$ cat config.mk
export PLATFORM = sky130hd
export DESIGN_NAME = uart_fifo_drain_ctrl
export DESIGN_NICKNAME = d
export VERILOG_FILES = /design/src/rtl/uart_fifo_drain_ctrl_pkg.sv /design/src/rtl/uart_fifo_drain_ctrl.sv
export SDC_FILE = /design/constraint.sdc
export NUM_CORES = 1
export LEC_CHECK = 0
export CORE_ASPECT_RATIO = 0.6
export CORE_MARGIN = 10
export CORE_UTILIZATION = 45
export DETAILED_ROUTE_END_ITERATION = 7
export PLACE_DENSITY = 0.73
export SLEW_MARGIN = 20
export SYNTH_ARGS = -nofsm -noshare
export SYNTH_HDL_FRONTEND = slang
export SYNTH_SLANG_ARGS = --single-unit
$ cat constraint.sdc
create_clock -name clk -period 2.1 [get_ports clk]
set_input_delay 0.315 -clock clk [delete_from_list [all_inputs] [get_ports clk]]
set_output_delay 0.315 -clock clk [all_outputs]
set_load 0.02 [all_outputs]
$ cat src/rtl/uart_fifo_drain_ctrl_pkg.sv
// Shared types for the UART TX FIFO drain sequencer.
// State encoding and the shared down-counter helpers.
package uart_fifo_drain_ctrl_pkg;

  localparam int unsigned DATA_W_DEF = 8;
  localparam int unsigned CNT_W      = 8;
  localparam int unsigned SENT_W     = 16;

  typedef enum logic [2:0] {
    S_IDLE      = 3'd0,
    S_POP       = 3'd1,
    S_CAPTURE   = 3'd2,
    S_START     = 3'd3,
    S_WAIT_BUSY = 3'd4,
    S_WAIT_DONE = 3'd5,
    S_GAP       = 3'd6
  } state_t;

  // True on the final cycle of a count loaded with N (N cycles total).
  function automatic logic cnt_last(
    input logic [CNT_W-1:0] cnt
  );
    return (cnt <= CNT_W'(1));
  endfunction

endpackage

$ cat src/rtl/uart_fifo_drain_ctrl.sv
// Pops bytes from the TX FIFO and hands them to uart_tx one frame at a time.
// Moore FSM; gap and busy-timeout share one down-counter.
module uart_fifo_drain_ctrl
  import uart_fifo_drain_ctrl_pkg::*;
#(
  parameter int unsigned DATA_W     = DATA_W_DEF,
  parameter int unsigned GAP_CYCLES = 0,
  parameter int unsigned BUSY_TO    = 15
) (
  input  logic              clk,
  input  logic              rst,
  input  logic              enable,
  input  logic              fifo_empty,
  input  logic [DATA_W-1:0] fifo_data,
  output logic              fifo_rd_en,
  input  logic              tx_busy,
  output logic              tx_start,
  output logic [DATA_W-1:0] tx_data,
  output logic [SENT_W-1:0] bytes_sent,
  output logic              tx_err,
  output logic              ctrl_busy
);

  localparam logic             HAS_GAP = (GAP_CYCLES != 0);
  localparam logic [CNT_W-1:0] GAP_LD  = CNT_W'(GAP_CYCLES);
  localparam logic [CNT_W-1:0] BUSY_LD = CNT_W'(BUSY_TO);
  localparam state_t           END_ST  = HAS_GAP ? S_GAP : S_IDLE;

  state_t           state;
  logic [CNT_W-1:0] cnt;
  logic             go;

  assign go = enable && !fifo_empty && !tx_busy;

  always_ff @(posedge clk) begin
    if (rst) begin
      state      <= S_IDLE;
      cnt        <= '0;
      fifo_rd_en <= 1'b0;
      tx_start   <= 1'b0;
      tx_data    <= '0;
      bytes_sent <= '0;
      tx_err     <= 1'b0;
      ctrl_busy  <= 1'b0;
    end else begin
      fifo_rd_en <= 1'b0;
      tx_start   <= 1'b0;
      unique case (state)
        S_IDLE: begin
          if (go) begin
            state      <= S_POP;
            fifo_rd_en <= 1'b1;
            ctrl_busy  <= 1'b1;
          end
        end
        S_POP: begin
          state <= S_CAPTURE;
        end
        S_CAPTURE: begin
          tx_data  <= fifo_data;
          tx_start <= 1'b1;
          state    <= S_START;
        end
        S_START: begin
          bytes_sent <= bytes_sent + 1'b1;
          cnt        <= BUSY_LD;
          state      <= S_WAIT_BUSY;
        end
        S_WAIT_BUSY: begin
          if (tx_busy) begin
            state <= S_WAIT_DONE;
          end else if (cnt_last(cnt)) begin
            // TX never acknowledged; flag it and move on.
            tx_err    <= 1'b1;
            state     <= END_ST;
            cnt       <= GAP_LD;
            ctrl_busy <= HAS_GAP;
          end else begin
            cnt <= cnt - 1'b1;
          end
        end
        S_WAIT_DONE: begin
          if (!tx_busy) begin
            state     <= END_ST;
            cnt       <= GAP_LD;
            ctrl_busy <= HAS_GAP;
          end
        end
        S_GAP: begin
          if (cnt_last(cnt)) begin
            state     <= S_IDLE;
            cnt       <= '0;
            ctrl_busy <= 1'b0;
          end else begin
            cnt <= cnt - 1'b1;
          end
        end
        default: begin
          state     <= S_IDLE;
          cnt       <= '0;
          ctrl_busy <= 1'b0;
        end
      endcase
    end
  end

endmodule
==> metrics.txt, run 1 <==
worst setup slack for register-to-register paths=280 ps; Boundary Pins=41; via count of the first global-routing pass=1521; root buf cell=sky130_fd_sc_hd__clkbuf_8; Worst EP required=2280 ps; final-report hold violation count=0; placed insts=295; Synth top area share=42.4%; last weighted congestion value of the routability-driven placer=0.868; Final Worst Setup Slack=276 ps; DRC Markers=0; Met1 Routed Length=2.23 mm; library cell contributing the largest single delay on the critical path=sky130_fd_sc_hd__dfxtp_1; count of pins over their slew limit=0; top cells by area, synth=sky130_fd_sc_hd__dfxtp_1, sky130_fd_sc_hd__a21oi_1, sky130_fd_sc_hd__nand2_1, sky130_fd_sc_hd__xor2_1, sky130_fd_sc_hd__nor2_1; status=finished clean; yosys synthesis warning count=0; sequential cell area=781 µm²; number of core rows=17; Final Non-Filler Cells=302; floorplan die width=103 µm; nature of the critical path startpoint=flip-flop; standby leakage power=0.000811 µW; clock tree from TritonCTS=yes; CP Capture Point=ctrl_busy; Final Util=61.9%; max-cap viol count=0; Crit path largest cell delay=370 ps; height of the die=69.5 µm; global routing usage summed across all routing layers=12.6%; cells along the critical path=inv_1 > ha_1 > or2_2 > a31oi_4 > a2111oi_2 > o221a_2; Unique masters post-synth=46; area of the core=3810 µm²; starting density of the core=48.3%; total CTS buffers=5; worst setup timing slack at the placement stage=301 ps; pin count of the biggest net entering global routing=26; 1st-pass router iterations=4; crit path max fanout=13; quantity of I/O buffers inserted on ports=40; total via count in the routed design=1683; Seq/Total Area, Yosys=42.4%; buffers and inverters on the worst path=1; Detail Route met2 WL=1.62 mm; Slew HR=65.5%; most common cell after layout, fill and taps aside=sky130_fd_sc_hd__clkdlybuf4s50_1; CP Data Arrival Time=2010 ps; launch point of the critical path=cnt[0]; Sink Count=39; endpoint of the worst-slack reg-to-reg timing path=ctrl_busy; final period utilization=86.8%; total standard cell area after synthesis=1840 µm²; Max Root-Sink Buffers=2; kind of cell adding the most delay to the critical path=compound AO/OA/AOI/OAI gates; post-synthesis instance total=215; DP HPWL=3.28 mm; peak supply drop=0.301 mV; wire per inst=14.7 µm; layout net count=271; clock input transition at the sequential cells of the worst setup and hold paths=70 ps; Setup CP Type=reg2reg; postcts setup bufs=0; WL final=4.43 mm; footprint of the multi-input gates=957 µm²; total chip power=1390 µW; Crit path depth=6; Hold Path Class=reg2reg; cts repair resizes=0; worst skew pair latency=290 ps; actual transition at the worst max-transition pin=518 ps; RSZ-0062 raised after global routing=false; Mapped Nets=231; number of filler instances in the final layout=320; H-tree levels=2; share of post-route cells with drive strength above 1=8.63%; wire length of the first global-routing pass=7.46 mm; residual overflow from global routing=0; mean number of vias per cell=5.57; endpoint kind of the worst setup timing path=flip-flop; Setup TNS Final=0 ps; top flip-flop cell by instance count after synthesis=sky130_fd_sc_hd__dfxtp_1; Crit Reg-Reg Startpoint=cnt[0]; top metal layer carrying routed signals=met4; min cycle time layout=1820 ps; areal power density over the cells=591 nW/µm²; initial antenna violation count=0; maximum frequency from static timing analysis=0.548 GHz; Area growth syn-to-layout=28.1%; fraction of synthesis flops using an asynchronous set or reset pin=0%; number of hold buffers added after CTS=0; cells on worst reg2reg path=6; residual antenna-violating net count after detailed routing=0; clk_skew=4.52 ps; EDFF count, synth=0; floorplan die area=7130 µm²; Post-Synthesis Mean Instance Area=8.55 µm²; number of DRC markers in iteration 0=110; post-synthesis sequential element count=39; DR WL met3=538 µm; Antenna diodes=0; top cell type by total area after synthesis=sky130_fd_sc_hd__dfxtp_1; # setup viols final=0; top library cells by usage in the layout, fill and taps aside=sky130_fd_sc_hd__clkdlybuf4s50_1, sky130_fd_sc_hd__dfxtp_1, sky130_fd_sc_hd__a21oi_1
cell usage after synthesis, types with 2 or more instances:
cell,n
sky130_fd_sc_hd__a211oi_1,3
sky130_fd_sc_hd__a21oi_1,25
sky130_fd_sc_hd__a31oi_1,3
sky130_fd_sc_hd__and2_1,2
sky130_fd_sc_hd__and4_1,2
sky130_fd_sc_hd__buf_2,3
sky130_fd_sc_hd__buf_6,2
sky130_fd_sc_hd__clkbuf_1,5
sky130_fd_sc_hd__dfxtp_1,39
sky130_fd_sc_hd__ha_1,3
sky130_fd_sc_hd__inv_1,9
sky130_fd_sc_hd__nand2_1,23
sky130_fd_sc_hd__nand2b_1,6
sky130_fd_sc_hd__nand3_1,6
sky130_fd_sc_hd__nand4_1,9
sky130_fd_sc_hd__nor2_1,16
sky130_fd_sc_hd__nor2b_1,2
sky130_fd_sc_hd__nor4_1,3
sky130_fd_sc_hd__o21ai_0,11
sky130_fd_sc_hd__o31a_1,3
sky130_fd_sc_hd__or2_2,3
sky130_fd_sc_hd__or3_1,7
sky130_fd_sc_hd__xor2_1,7
worst register-to-register path, delay by kind of cell (launching register included):
kind | cells | cell delay, ps
compound gates | 3 | 690
flops | 1 | 370
simple gates | 1 | 340
fa+ha+maj | 1 | 230
buf+inv | 1 | 90
final cells by class:
cell class	instances	area share [%]
inverters	9	1.43
multi-input cells	155	40.6
well taps	47	2.50
flip-flops and latches	39	33.1
clock inverters	1	0.212
clock buffers	6	3.51
repair buffers	45	18.6
cells by family after synthesis:
logic type      after synthesis  share of synthesized area, %
fa+ha+maj                     3                          2.04
mux                           1                         0.544
buf+inv                      21                          5.51
compound gates               54                          18.6
flops                        39                          42.4
simple gates                 89                          27.1
xor+xnor                      8                          3.81
sequential cells by signal (all words and copies together), names as in the netlist:
signal,cells
fifo_rd_en,1
tx_data,8
state,3
ctrl_busy,1
bytes_sent,16
tx_err,1
cnt,8
tx_start,1
stage by stage:
step	cell area, µm²	hold WS (ps)
CTS	2360	457
detailed placement	2270	447
finish	2360	455
floorplan	1840	451
global placement	2270	442
global route	2360	475
how the worst min path moves through the flow:
stage / start / endpoint / slack (ps) / depth (start not counted)
after floorplan: fifo_data[0] / tx_data[0] / 450 / 2
after global placement: tx_data[1] / tx_data[1] / 440 / 2
after detailed placement: tx_data[1] / tx_data[1] / 450 / 2
after CTS: tx_data[1] / tx_data[1] / 460 / 2
after global routing: tx_data[4] / tx_data[4] / 470 / 2
final: tx_data[1] / tx_data[1] / 450 / 2
power breakdown:
group | internal (µW) | leakage (µW) | total (µW) | switching, µW
combinational | 62.2 | 0.000449 | 128 | 66.3
sequential | 752 | 0.000315 | 760 | 7.97
clock | 257 | 0.0000470 | 504 | 247
total | 1070 | 0.000811 | 1390 | 321
metal layers:
metal | track usage (%) | up-vias
met5 | 0 | -
met4 | 3.86 | 0
met3 | 5.85 | 9
met2 | 15.3 | 72
met1 | 18.5 | 760
li1 | - | 842
Note: power is estimated with default switching activity, not from simulation.
==> run 2, diff against run 1 <==
- PLACE_DENSITY: 0.73 -> 0.83
==> metrics.txt, run 2 (synthesis results as in run 1) <==
number of DRC markers in iteration 0=118 (+7.3%); CP Capture Point=ctrl_busy; final period utilization=87.0% (+0.12 points); clock input transition at the sequential cells of the worst setup and hold paths=70 ps (about the same); 1st-pass router iterations=5 (+1); wire length of the first global-routing pass=7.64 mm (+2.4%); met3 usage=6.45% (+0.60 points); worst skew pair latency=290 ps (about the same); actual transition at the worst max-transition pin=524 ps (+6.41 ps); RSZ-0062 raised after global routing=false; post-route design area=2340 µm² (-0.64%); floorplan die area=7130 µm² (unchanged); Reg with most FFs=bytes_sent; DP HPWL=3.46 mm (+5.5%); launch point of the critical path=cnt[0]; maximum frequency from static timing analysis=0.548 GHz (-0.13%); peak supply drop=0.261 mV (-13%); GR peak layer=met1; Setup TNS Final=0 ps (unchanged); Boundary Pins=41 (unchanged); standby leakage power=0.000800 µW (-1.3%); floorplan die width=103 µm (unchanged); max-cap viol count=0 (unchanged); total chip power=1350 µW (-3.0%); GR met2 Demand/Resource=17.3% (+2.0 points); status=finished clean; quantity of I/O buffers inserted on ports=40 (unchanged); areal power density over the cells=577 nW/µm² (-2.4%); Worst EP required=2290 ps (about the same); CP Data Arrival Time=2010 ps (about the same); number of hold buffers added after CTS=0 (unchanged); worst setup timing slack at the placement stage=286 ps (-15.5 ps); total via count in the routed design=1654 (-1.7%); Setup CP Type=reg2reg; cells on worst reg2reg path=6 (unchanged); last weighted congestion value of the routability-driven placer=0.886 (+2.1%); worst setup slack for register-to-register paths=270 ps (about the same); share of post-route cells with drive strength above 1=7.87% (-0.75 points); Area growth syn-to-layout=27.3%; pin count of the biggest net entering global routing=18 (-31%); clk_skew=2.77 ps (-1.75 ps); cts repair resizes=0 (unchanged); layout net count=271 (unchanged); residual antenna-violating net count after detailed routing=0 (unchanged); Hold Path Class=reg2reg; most common cell after layout, fill and taps aside=sky130_fd_sc_hd__clkdlybuf4s50_1; Sink Count=39 (unchanged); DP Area=2270 µm² (unchanged); area of the core=3810 µm² (unchanged); postcts setup bufs=0 (unchanged); Final Util=61.5% (-0.39 points); total CTS buffers=5 (unchanged); Antenna diodes=0 (unchanged); height of the die=69.5 µm (unchanged); endpoint kind of the worst setup timing path=flip-flop; # setup viols final=0 (unchanged); Max Root-Sink Buffers=2 (unchanged); global routing usage summed across all routing layers=13.2% (+0.62 points); final-report hold violation count=0 (unchanged); largest registers=bytes_sent x16, cnt x8, tx_data x8; mean number of vias per cell=5.50 (-1.4%); min cycle time layout=1830 ps (+2.45 ps); Crit Reg-Reg Startpoint=cnt[0]; clock tree from TritonCTS=yes; starting density of the core=48.3% (unchanged); global-route track usage on met1=18.0% (-0.54 points); via count of the first global-routing pass=1515 (-0.39%); wire per inst=15.1 µm (+2.8%); count of pins over their slew limit=0 (unchanged); Final Worst Setup Slack=274 ps (-2.45 ps); flip-flop count of the largest register after layout=16 (unchanged); nature of the critical path startpoint=flip-flop; DRC Markers=0 (unchanged); crit path max fanout=13 (unchanged); initial antenna violation count=0 (unchanged); Slew HR=65.0% (-0.50 points); number of core rows=17 (unchanged); residual overflow from global routing=0 (unchanged); H-tree levels=2 (unchanged); WL final=4.54 mm (+2.5%); endpoint of the worst-slack reg-to-reg timing path=ctrl_busy; top library cells by usage in the layout, fill and taps aside=sky130_fd_sc_hd__clkdlybuf4s50_1, sky130_fd_sc_hd__dfxtp_1, sky130_fd_sc_hd__a21oi_1; root buf cell=sky130_fd_sc_hd__clkbuf_8
==> run 2: cell count changes in the layout (fill, tap and decap cells not counted) <==
cell,change
sky130_fd_sc_hd__clkbuf_1,+1
sky130_fd_sc_hd__clkbuf_8,-1
sky130_fd_sc_hd__clkinv_2,-1
==> run 2: critical path, cell delays in order, from the launching register on <==
cell and delay, ps:
sky130_fd_sc_hd__dfxtp_1 380, sky130_fd_sc_hd__inv_1 90, sky130_fd_sc_hd__ha_1 240, sky130_fd_sc_hd__or2_2 330, sky130_fd_sc_hd__a31oi_4 350, sky130_fd_sc_hd__a2111oi_2 90, sky130_fd_sc_hd__o221a_2 250
==> run 2: worst min path at each step <==
stage          cells after the start    startpoint          to
2_1_floorplan                      2  fifo_data[0]  tx_data[0]
3_3_place_gp                       2    tx_data[6]  tx_data[6]
3_5_place_dp                       2    tx_data[2]  tx_data[2]
4_1_cts                            2    tx_data[2]  tx_data[2]
5_1_grt                            2    tx_data[2]  tx_data[2]
6_report                           2    tx_data[2]  tx_data[2]
==> run 2: stage by stage <==
stage	hold WS [ps]	cells
2_1_floorplan	451	215
3_3_place_gp	443	295
3_5_place_dp	454	295
4_1_cts	464	301
5_1_grt	478	301
6_report	462	301
==> run 2: layout make-up <==
| class | instances | area [µm²] |
|---|---|---|
| Clock buffer | 6 | 72.6 |
| Fill cell | 344 | 1470 |
| Inverter | 9 | 33.8 |
| Multi-Input combinational cell | 155 | 957 |
| Sequential cell | 39 | 781 |
| Tap cell | 47 | 58.8 |
| Timing Repair Buffer | 45 | 438 |
==> run 2: layer usage <==
layer  share of wire (%)  up-vias
li1                    -      841
met1                  49      752
met2                  39       58
met3                  12        3
met4                0.88        0
met5                   0        -
==> run 2: where the power goes <==
part           switching [µW]  internal, µW
sequential               11.0           753
clock                     241           221
combinational            63.2          61.8
total                     316          1040
==> run 3, diff against run 2 <==
- CAP_MARGIN: default -> 10
==> results of run 3 <==
The final DEF is identical to that of run 2; final timing and power are the same.
